$ cat src/rtl/dmem_arbiter.sv
`default_nettype none
// ============================================================================
// Module      : dmem_arbiter
// Description : Two-port valid/ready access controller for the shared data
//               memory: arbitrates, legality-checks, runs one access per grant
//               and returns a registered response. Define DMEM_ARB_RR_EN for
//               round-robin arbitration (fixed priority to port 0 otherwise).
// Revision    : 1.0 - initial release
// ============================================================================
module dmem_arbiter #(
    parameter int MEM_WORDS = 64
) (
    input  logic        clk,
    input  logic        rst_n,

    input  logic        p0_req_valid,
    output logic        p0_req_ready,
    input  logic [31:0] p0_addr,
    input  logic [31:0] p0_wdata,
    input  logic        p0_we,
    input  logic [2:0]  p0_mask,
    output logic        p0_rsp_valid,
    output logic [31:0] p0_rsp_rdata,
    output logic        p0_rsp_err,

    input  logic        p1_req_valid,
    output logic        p1_req_ready,
    input  logic [31:0] p1_addr,
    input  logic [31:0] p1_wdata,
    input  logic        p1_we,
    input  logic [2:0]  p1_mask,
    output logic        p1_rsp_valid,
    output logic [31:0] p1_rsp_rdata,
    output logic        p1_rsp_err,

    output logic [31:0] mem_addr,
    output logic [31:0] mem_wr_data,
    output logic        mem_wr,
    output logic        mem_rd,
    output logic [2:0]  mem_mask,
    input  logic [31:0] mem_rdata
);

    localparam logic [29:0] c_mem_words = 30'(MEM_WORDS);

    typedef enum logic [1:0] {
        S_IDLE   = 2'd0,
        S_ACCESS = 2'd1,
        S_RESP   = 2'd2
    } state_t;

    state_t      r_state;
    logic        r_gnt;

    logic        w_gnt;
    logic        w_hs;
    logic [31:0] w_addr;
    logic [31:0] w_wdata;
    logic        w_we;
    logic [2:0]  w_mask;
    logic        w_illegal;

`ifdef DMEM_ARB_RR_EN
    logic        r_last;

    // On a conflict the port that did not win last time gets the grant.
    assign w_gnt = (p0_req_valid && p1_req_valid) ? ~r_last : p1_req_valid;
`else
    assign w_gnt = ~p0_req_valid;
`endif

    assign p0_req_ready = (r_state == S_IDLE) && p0_req_valid && !w_gnt;
    assign p1_req_ready = (r_state == S_IDLE) && p1_req_valid &&  w_gnt;
    assign w_hs         = p0_req_ready || p1_req_ready;

    assign w_addr  = w_gnt ? p1_addr  : p0_addr;
    assign w_wdata = w_gnt ? p1_wdata : p0_wdata;
    assign w_we    = w_gnt ? p1_we    : p0_we;
    assign w_mask  = w_gnt ? p1_mask  : p0_mask;

    assign w_illegal = (w_mask == 3'b011) || (w_mask == 3'b110) || (w_mask == 3'b111)
                    || (w_we && w_mask[2])
                    || ((w_mask[1:0] == 2'b01) && w_addr[0])
                    || ((w_mask == 3'b010) && (w_addr[1:0] != 2'b00))
                    || (w_addr[31:2] >= c_mem_words);

    always_ff @(posedge clk or negedge rst_n) begin
        if (!rst_n) begin
            r_state      <= S_IDLE;
            r_gnt        <= 1'b0;
`ifdef DMEM_ARB_RR_EN
            r_last       <= 1'b1;
`endif
            p0_rsp_valid <= 1'b0;
            p0_rsp_err   <= 1'b0;
            p0_rsp_rdata <= '0;
            p1_rsp_valid <= 1'b0;
            p1_rsp_err   <= 1'b0;
            p1_rsp_rdata <= '0;
            mem_addr     <= '0;
            mem_wr_data  <= '0;
            mem_wr       <= 1'b0;
            mem_rd       <= 1'b0;
            mem_mask     <= '0;
        end else begin
            case (r_state)
                S_IDLE: begin
                    if (w_hs) begin
                        r_gnt <= w_gnt;
`ifdef DMEM_ARB_RR_EN
                        r_last <= w_gnt;
`endif
                        if (w_illegal) begin
                            // Rejected requests skip the memory entirely.
                            r_state      <= S_RESP;
                            p0_rsp_valid <= ~w_gnt;
                            p0_rsp_err   <= ~w_gnt;
                            p1_rsp_valid <= w_gnt;
                            p1_rsp_err   <= w_gnt;
                        end else begin
                            r_state     <= S_ACCESS;
                            mem_addr    <= w_addr;
                            mem_wr_data <= w_wdata;
                            mem_mask    <= w_mask;
                            mem_wr      <= w_we;
                            mem_rd      <= ~w_we;
                        end
                    end
                end
                S_ACCESS: begin
                    r_state      <= S_RESP;
                    p0_rsp_valid <= ~r_gnt;
                    p1_rsp_valid <= r_gnt;
                    p0_rsp_rdata <= (!r_gnt && mem_rd) ? mem_rdata : '0;
                    p1_rsp_rdata <= ( r_gnt && mem_rd) ? mem_rdata : '0;
                    mem_addr     <= '0;
                    mem_wr_data  <= '0;
                    mem_wr       <= 1'b0;
                    mem_rd       <= 1'b0;
                    mem_mask     <= '0;
                end
                S_RESP: begin
                    r_state      <= S_IDLE;
                    p0_rsp_valid <= 1'b0;
                    p0_rsp_err   <= 1'b0;
                    p0_rsp_rdata <= '0;
                    p1_rsp_valid <= 1'b0;
                    p1_rsp_err   <= 1'b0;
                    p1_rsp_rdata <= '0;
                end
                default: r_state <= S_IDLE;
            endcase
        end
    end

endmodule
`default_nettype wire

$ cat config.mk
export PLATFORM = sky130hd
export DESIGN_NAME = dmem_arbiter
export DESIGN_NICKNAME = d
export VERILOG_FILES = /design/src/rtl/dmem_arbiter.sv
export SDC_FILE = /design/constraint.sdc
export NUM_CORES = 1
export LEC_CHECK = 0
export BUFFER_PORTS_ARGS = -buffer_cell sky130_fd_sc_hd__buf_2
export CORE_ASPECT_RATIO = 0.6
export CORE_MARGIN = 5
export CORE_UTILIZATION = 46
export DETAILED_ROUTE_END_ITERATION = 8
export GPL_ROUTABILITY_DRIVEN = 0
export PLACE_DENSITY = 0.8
export SETUP_SLACK_MARGIN = 0.15
export SLEW_MARGIN = 20
export SYNTH_ARGS = -nofsm -noshare
export SYNTH_HDL_FRONTEND = slang
export SYNTH_SLANG_ARGS = --single-unit
$ cat constraint.sdc
create_clock -name clk -period 3 [get_ports clk]
set_clock_uncertainty 0.05 [all_clocks]
set_input_delay 0.45 -clock clk [delete_from_list [all_inputs] [get_ports clk]]
set_output_delay 0.45 -clock clk [all_outputs]
set_load 0.01 [all_outputs]
# Word level (Yosys, flattened, before mapping)
# Cells that the tools add are included.
# W data, S select, Z words.
[totals]
latchBits = 0
memories = 0
reg_bits = 140
rom_bits = 0
ramBits = 0
output_inout_bits = 139
[op_classes]
mul = 0
addsub = 0
n_div = 0
n_lt_le_gt_ge = 1
n_reduce_logical = 27
n_bitwise = 3
n_eq_ne = 10
n_shift = 0
mux = 34
[op_table]
columns = ["operator", "count"]
rows = [
  ["$mux W32", 8],
  ["$pmux W32 S2", 4],
  ["$ge A30 B7 Y1 const B", 1],
  ["$logic_and A1 B1 Y1", 9],
  ["$mux W1", 9],
  ["$mux W3", 3],
  ["$reduce_and A3 Y1", 3],
  ["$pmux W1 S2", 4],
  ["$reduce_bool A2 Y1", 4],
  ["$logic_or A1 B1 Y1", 7],
  ["$eq A3 B2 Y1 const B", 2],
  ["$eq A3 B3 Y1 const B", 2],
  ["$ne A2 B2 Y1 const B", 3],
  ["$pmux W1 S3", 2],
  ["$pmux W3 S2", 1],
  ["$eq A2 B1 Y1 const B", 2],
  ["$mux W2", 2],
  ["$pmux W2 S2", 1],
  ["$not A1 Y1", 3],
  ["$reduce_bool A3 Y1", 1],
  ["$eq A2 B2 Y1 const B", 1],
  ["$logic_not A2 Y1", 1],
  ["$reduce_and A2 Y1", 1],
  ["$logic_not A1 Y1", 1],
]

# Depth between registers and ports, before layout
# Gate-level depths: netlist of the first run.
[logic_depth]
word_depth = 11
depth_mapped = 10
depth_no_buf = 7

# Worst setup path before layout of the first run
# Ideal clock, no wire load.
[synth_timing]
path_kind = "input to register"
startpoint = "input port p0_addr[30]"
endpoint = "register p0_rsp_valid"
arrival_ps = 1941
path_slack_ps = 884
path_buffers = 0
setup_ps = 125
stages = 6
required_time_ps = 2825
cell_sequence = "nor4_1 -> nand4_1 -> nor4_2 -> nor2_1 -> o31ai_1 -> mux2_2"
[synth_between]
elab_chain_cells = 5
[synth_rtl]
columns = ["element", "line", "text"]
rows = [
  ["start, declared", "18", "input logic [31:0] p0_addr,"],
  ["$mux W32", "76", "assign w_addr = w_gnt ? p1_addr : p0_addr;"],
  ["$ge A30 B7 Y1", "85", "|| (w_addr[31:2] >= c_mem_words);"],
  ["$logic_or A1 B1 Y1", "85", ""],
  ["$ne A2 B2 Y1 (no source line)", "--", ""],
  ["$reduce_and A3 Y1 (no source line)", "--", ""],
  ["end signal, assigned", "116", "p0_rsp_valid <= ~w_gnt;"],
  ["end signal, assigned", "132", "p0_rsp_valid <= ~r_gnt;"],
  ["end, declared", "22", "output logic p0_rsp_valid,"],
]
# No other way between the ends.
# A chain may end at the register's enable or synchronous reset.

# Worst setup path after layout of the first run
[layout_timing]
startpoint = "register r_state[1]"
endpoint = "register mem_addr[0]"
[layout_between]
elab_chain_cells = 6
[layout_rtl]
columns = ["element", "line", "text"]
rows = [
  ["start, declared", "52", "state_t r_state;"],
  ["start signal, assigned", "89", "r_state <= S_IDLE;"],
  ["start signal, assigned", "115", "r_state <= S_RESP;"],
  ["start signal, assigned", "121", "r_state <= S_ACCESS;"],
  ["$logic_not A2 Y1", "72, 73, 106", ""],
  ["$logic_and A1 B1 Y1 (on tied branches) (2 in a row)", "72, 73", ""],
  ["$logic_or A1 B1 Y1", "74", "assign w_hs = p0_req_ready || p1_req_ready;"],
  ["$ne A2 B2 Y1 (no source line)", "--", ""],
  ["$reduce_and A3 Y1 (no source line)", "--", ""],
  ["end signal, assigned", "122", "mem_addr <= w_addr;"],
  ["end, declared", "36", "output logic [31:0] mem_addr,"],
]
# Parallel ways exist; a longest one is shown, timed or not.

==> results of run 1 <==
metrics by stage:
stage | setup WS [ns] | cells
4_1_cts | 0.498 | 1106
2_1_floorplan | 0.884 | 623
6_report | 0.470 | 1107
3_3_place_gp | 0.227 | 1073
3_5_place_dp | 0.163 | 1073
5_1_grt | 0.306 | 1107
layout by cell type, fill, tap and decap left out, types with 3 or more instances in the layout:
| cell | synthesis | final |
|---|---|---|
| nor2_1 | 9 | 8 |
| and2_1 | 25 | 25 |
| o21ai_0 | 5 | 5 |
| dfrtp_1 | 140 | 140 |
| nand2_1 | 82 | 82 |
| ha_1 | 4 | 3 |
| nand3_1 | 44 | 44 |
| o22ai_1 | 64 | 64 |
| buf_2 | 6 | 309 |
| clkbuf_16 | 0 | 17 |
| o311ai_1 | 35 | 35 |
| mux2i_1 | 43 | 43 |
| inv_6 | 0 | 6 |
| mux2_2 | 4 | 4 |
| nor4_1 | 12 | 12 |
| buf_4 | 2 | 12 |
| clkinvlp_4 | 0 | 4 |
| a21o_1 | 4 | 4 |
| o311ai_0 | 7 | 7 |
| inv_1 | 68 | 68 |
flip-flops by register name, summed over array words and instances (netlist names):
register      count
r_gnt             1
p1_rsp_valid      1
mem_wr            1
p0_rsp_valid      1
mem_mask          3
mem_rd            1
mem_addr         32
p1_rsp_rdata     32
p1_rsp_err        1
r_state           2
p0_rsp_rdata     32
p0_rsp_err        1
mem_wr_data      32
final timing paths:
check | startpoint | to | slack [ns]
worst max-delay path | r_state[1]$_DFFE_PN0P_ | mem_addr[0]$_DFFE_PN0P_ | 0.47
min in group asynchronous | rst_n | mem_addr[27]$_DFFE_PN0P_ | 0.53
max in group asynchronous | rst_n | mem_addr[9]$_DFFE_PN0P_ | 1.59
worst min-delay path | mem_rdata[19] | p0_rsp_rdata[19]$_DFFE_PN0N_ | 0.25
worst min register to register | mem_addr[17]$_DFFE_PN0P_ | mem_addr[17]$_DFFE_PN0P_ | 0.43
worst max register to register | r_state[1]$_DFFE_PN0P_ | mem_addr[0]$_DFFE_PN0P_ | 0.47
layout make-up:
type	instances	area share, %
Inverter	68	2.96
Antenna cell	1	0.0290
Timing Repair Buffer	325	19.7
Tap cell	175	2.54
Clock inverter	15	1.48
Clock buffer	17	4.94
Multi-Input combinational cell	366	27.7
Sequential cell	140	40.6
cells by family after synthesis:
kind of cell / count (synthesis)
DFF: 140
AOI/OAI and AO/OA: 129
buffers and inverters: 117
adders and majority gates: 4
muxes: 48
and+or+nand+nor: 185
timing repair:
item	CTS	global route
hold buffers	1	0
setup endpoints to repair	0	0
buffers inserted	0	0
hold endpoints to repair	57	0
gates resized for setup	0	0
per-layer routing:
layer	vias to the layer above	GRT usage [%]
met5	-	0
met4	2	6.49
met3	27	6.66
met2	227	36.3
met1	2810	31.9
li1	2818	-
power groups by stage:
stage	registers, mW	clock network (mW)	logic (mW)
after floorplan	2.49	0	0.992
after detailed placement	2.40	0	1.86
after global placement	2.38	0	1.82
after CTS	2.37	2.02	1.86
final	2.37	1.97	1.86
after global routing	2.41	2.10	2.05
worst max-delay path, delay by kind of cell (launching register included):
kind                       cells  cell delay (ns)
DFF                            1             0.41
AOI/OAI and AO/OA              2             0.35
adders and majority gates      1             0.25
and+or+nand+nor                2             0.57
buffers and inverters          3             0.81
==> qor.txt, run 1 <==
Status = finished clean
Critical path's slowest cell = buf_4
Post-synthesis cell type with the largest combined area = dfrtp_1
Via Count = 5884
Detail Placement HPWL = 14400 µm
Worst Setup Start Kind = flip-flop
Transition time at the pin with the least slew margin = 0.624 ns
Mux cell area share after synthesis = 7.73%
Final setup violation count = 0
Number of flops mapped to enable cells by yosys = 0
Final cell utilization of the core = 63.5%
Net Sw Frac = 36.8%
X dimension of the die = 162 µm
Total negative setup slack = 0 ns
Power per cell area = 719 nW/µm²
Met2 Wirelength = 9100 µm
Most frequently used flop master after synthesis = dfrtp_1
Worst max-slew margin expressed relative to the limit = 57.9%
Fraction of final layout cells sized beyond drive strength 1 = 39.4%
Area of the die = 16300 µm²
Area of the core = 13600 µm²
Share of the synthesized area in compound gates (AO/OA/AOI/OAI) = 14.7%
Most common library cells after synthesis = dfrtp_1, nand2_1, inv_1, o22ai_1, nand3_1
Final critical-path share of the clock period = 84.3%
DRC violation count after routing = 0
Internal power summed over all cells = 3.92 mW
Root Buffer Master = clkbuf_16
First-pass GRT wire length = 30200 µm
Inserted Clock Buffers = 17
Synth Area in Adders = 0.789%
Clock-pin slew reported for the worst setup and hold paths after clock tree synthesis = 0.06 ns
Share of the synthesized area in the top cell type = 55.2%
Switching pwr = 2.28 mW
Max Fclk = 395 MHz
Number of hold-slack violations in the final timing report = 0
XOR/XNOR share of the synthesized area = 0%
Type of the setup path with the least slack = flip-flop to flip-flop
CP endpoint kind = flip-flop
Vias per Instance = 5.32
Max capacitance violation total = 0
Hold Slack = 0.251 ns
Unrepaired setup endpoints after global routing = false
Flip-flop and latch count after synthesis = 140
Cell depth of the worst hold path = 3
# port buffers = 310
Critical path cell sequence = inv_1, ha_2, buf_4, nand2_1, buf_4, or4_1, o21ai_0, a21o_1
DR iter-0 viols = 396
Total global routing track utilization = 23.2%
DRT Wirelength = 19200 µm
Path type of the worst min-delay path = input pin to flip-flop
Total leakage power = 4.54 nW
Net Count, Synth = 799
Register cell area after layout = 3500 µm²
Clock network fraction of design power = 31.8%
Initial DRT Pass Iterations = 5
Antenna violations before repair = 2
Highest cell delay on the worst timing path = 0.47 ns
Synth Area in Simple Gates = 14.1%
Clock insertion delay at the later pin of the skew report = 0.41 ns
Combined area of all synthesized cells = 6340 µm²
Vias in the first global route = 5775
Post-synthesis instance total = 623
Maximum number of pins on one net before global-route repair = 62
Largest family of logic cells by synthesized area = compound AO/OA/AOI/OAI gates
# H-tree levels = 4
CTS tree = yes
ANT nets after route = 0
Height of the chip = 101 µm
Top cells by area, synth = dfrtp_1, mux2i_1, o22ai_1
Most instantiated library cell after synthesis = dfrtp_1
Initial Utilization = 46.7%
Area of the multi-input gates = 2390 µm²
Largest buffer count on any clock path = 2
Post-Place Cell Area = 8050 µm²
Length of routed met3 wiring = 1370 µm
Row count = 33
Fin nets = 1094
Number of max-slew violations in the final report = 0
Area growth, synth to finish = 35.9%
Critical path's most frequent cell = buf_4
Total number of yosys warnings = 0
Met1 Wirelength = 8400 µm
Shortest period the worst path allows = 2.53 ns
Seq pwr share = 38.2%
Arrival time at the worst endpoint = 2.83 ns
Count of pins on the block boundary = 311
Fraction of registers with async set or reset after synthesis = 100%
Gate power share = 30.0%
Mean routed wirelength per cell = 17.3 µm
Clock net sink count = 140
Filler cells = 1134
Seq/Total Area, Yosys = 55.2%
Area of all placed cells without fillers = 8620 µm²
Crit-path max FO = 48
R2r worst-path depth = 8
Pwr Total = 6.20 mW
Highest metal layer with signal wires = met5
Mean instance size in the synthesized netlist = 10.2 µm²
Max VDD drop = 372 µV
Endpoint required time on the critical path = 3.30 ns
Total gr overflow = 0
Yosys cell types = 41
Note: power is estimated with default switching activity, not from simulation.
==> run 2: changes to the inputs <==
ABC_AREA = 1   (was default)
CORE_UTILIZATION = 42   (was 46)
PLACE_DENSITY = 0.76   (was 0.8)
clock period = 2.3 ns   (was 3 ns; I/O delays follow)
==> run 2 against run 1 <==
Against the previous run:
- critical path depth fell by 3
- combinational power grew 120%
- clock power increased by 37%
- flip-flop and latch count stayed put
- total power rose by 68%
- final cell count grew 23%
- first-iteration DRC count increased by 38%
- design area rose by 4.2%
- largest power group is now combinational logic
- highest routed layer is now met4
==> qor.txt, run 2 <==
Status = finished clean
First-pass GRT wire length = 32200 µm
Clock net sink count = 140
DRT Wirelength = 20600 µm
Yosys cell types = 19
X dimension of the die = 171 µm
Total global routing track utilization = 22.0%
Number of hold-slack violations in the final timing report = 0
Inserted Clock Buffers = 17
Final critical-path share of the clock period = 85.8%
Count of pins on the block boundary = 311
Commonest non-fill, non-tap cell in the layout = nand2_1
Arrival time at the worst endpoint = 1.58 ns
Met1 Usage GRT = 31.2%
Final Non-Filler Cells = 1366
Endpoint required time on the critical path = 1.90 ns
Fin nets = 1326
Worst-case setup slack after placement = 0.133 ns
Total leakage power = 5.28 nW
Type of the setup path with the least slack = flip-flop to primary output
Highest cell delay on the worst timing path = 0.41 ns
Final setup violation count = 0
Crit-path max FO = 6
Post-synthesis instance total = 855
Most frequently used flop master after synthesis = dfrtp_1
Total negative setup slack = 0 ns
Most used cells in the layout excluding fill and tap cells = nand2_1, buf_2, dfrtp_1
Dpl cells = 1333
Antenna violations before repair = 0
Total number of yosys warnings = 0
CTS tree = yes
Shortest period the worst path allows = 1.97 ns
Number of flops mapped to enable cells by yosys = 0
Busiest grt layer = met2
Antenna diode count = 0
DR iter-0 viols = 548
Worst Setup Start Kind = flip-flop
Max Fclk = 507 MHz
Critical path's slowest cell = dfrtp_1
Critical path cell sequence = inv_1, ha_1, nand2_1, nor2_1, buf_2
DRC violation count after routing = 0
Met2 usage in global routing = 33.6%
# port buffers = 310
Unrepaired setup endpoints after global routing = false
Height of the chip = 107 µm
Vias per Instance = 4.83
Buffer count from post-CTS setup fixing = 0
GR Util met3 = 7.07%
Maximum number of pins on one net before global-route repair = 65
Power per cell area = 1160 nW/µm²
Worst max-slew margin expressed relative to the limit = 57.3%
Area of the core = 15300 µm²
Fraction of final layout cells sized beyond drive strength 1 = 32.7%
Initial Utilization = 42.7%
Flip-flop and latch count after synthesis = 140
Number of max-slew violations in the final report = 0
Top cells by area, synth = dfrtp_1, nand2_1, o21ai_0
Max VDD drop = 520 µV
Area of the die = 18300 µm²
Root Buffer Master = clkbuf_16
Via Count = 6594
Final cell utilization of the core = 58.6%
Mean instance size in the synthesized netlist = 7.65 µm²
Area growth, synth to finish = 37.2%
Mean routed wirelength per cell = 15.1 µm
Share of the synthesized area in the top cell type = 53.6%
Most instantiated library cell after synthesis = nand2_1
Most common library cells after synthesis = nand2_1, dfrtp_1, o21ai_0, nor2_1, inv_1
Total gr overflow = 0
Transition time at the pin with the least slew margin = 0.640 ns
Fraction of registers with async set or reset after synthesis = 100%
ANT nets after route = 0
Detail Placement HPWL = 15100 µm
Final worst-path setup slack = 0.327 ns
Max capacitance violation total = 0
Clock-pin slew reported for the worst setup and hold paths after clock tree synthesis = 0.07 ns
Vias in the first global route = 6180
Row count = 35
Net Count, Synth = 1031
Path type of the worst min-delay path = input pin to flip-flop
Initial DRT Pass Iterations = 8
Largest buffer count on any clock path = 2
CP endpoint kind = primary output
Post-synthesis cell type with the largest combined area = dfrtp_1
Clock insertion delay at the later pin of the skew report = 0.40 ns
# H-tree levels = 4
Seq/Total Area, Yosys = 53.6%
Combined area of all synthesized cells = 6540 µm²
-- run 2: cell count changes after synthesis, sizes merged, moves of 15 or more --
cell,previous run,this run
nand4,2,50
clkbuf,29,44
mux2i,43,0
nand2,82,324
nor2,9,84
and2,25,0
o21ai,6,105
o22ai,64,0
nand3,44,8
o311ai,42,0
-- run 2: metal layers --
layer,vias up,wire (µm)
li1,3295,-
met1,3045,9150
met2,250,9460
met3,4,1910
met4,0,66
met5,-,0
-- run 2: kinds of logic after synthesis --
| logic type | count (synthesis) | share of synthesized area (%) |
|---|---|---|
| AO/OA/AOI/OAI | 115 | 8.82 |
| adder cells (fa/ha/maj) | 4 | 0.765 |
| buffers and inverters | 124 | 7.42 |
| flip-flops | 140 | 53.6 |
| AND/OR/NAND/NOR | 472 | 29.4 |
-- run 2: final cells by class --
cell class                 instances  area [µm²]
clock buffer                      18         429
clock inverter                    14         153
fill                            1417        6350
inverter                          68         255
multi-input combinational        591        2560
sequential                       140        3500
tap                              203         254
timing repair buffer             332        1830
-- run 2: worst max-delay path, delay by kind of cell, from the launching register on --
kind,cells,cell delay [ns]
flip-flops,1,0.41
adder cells (fa/ha/maj),1,0.28
buffers and inverters,2,0.28
AND/OR/NAND/NOR,2,0.21
-- run 2: power breakdown --
group	switching, mW	total, mW	internal, mW
Sequential	0.448	3.67	3.23
Clock	1.15	2.69	1.54
Combinational	2.65	4.06	1.41
-- run 2: path summary, 6_finish.rpt --
kind                                                endpoint              startpoint  slack [ns]  depth (start not counted)
worst max-delay path                            p1_req_ready  r_state[0]$_DFFE_PN0P_        0.33                          5
worst min register to register        p0_rsp_err$_DFFE_PN0P_  p0_rsp_err$_DFFE_PN0P_        0.42                          2
worst max register to register    mem_wr_data[4]$_DFFE_PN0P_  r_state[0]$_DFFE_PN0P_        0.39                          9
min in group asynchronous        p0_rsp_rdata[9]$_DFFE_PN0N_                   rst_n        0.42                          2
worst min-delay path            p1_rsp_rdata[25]$_DFFE_PN0N_           mem_rdata[25]        0.16                          3
max in group asynchronous       p0_rsp_rdata[24]$_DFFE_PN0N_                   rst_n        1.13                          3
-- run 2: metrics by stage --
step                      area, µm²  hold slack (ns)  power, mW
after detailed placement       8390            0.291       7.81
after floorplan                6540        -0.000591       5.97
after global routing           8980            0.146       11.2
final                          8980            0.156       10.4
after CTS                      8980            0.135       10.5
after global placement         8390            0.283       7.71
-- run 2: timing repair --
item | CTS | global route
hold buffers | 1 | 0
gates resized for setup | 0 | 0
endpoints found under the hold margin | 52 | 0
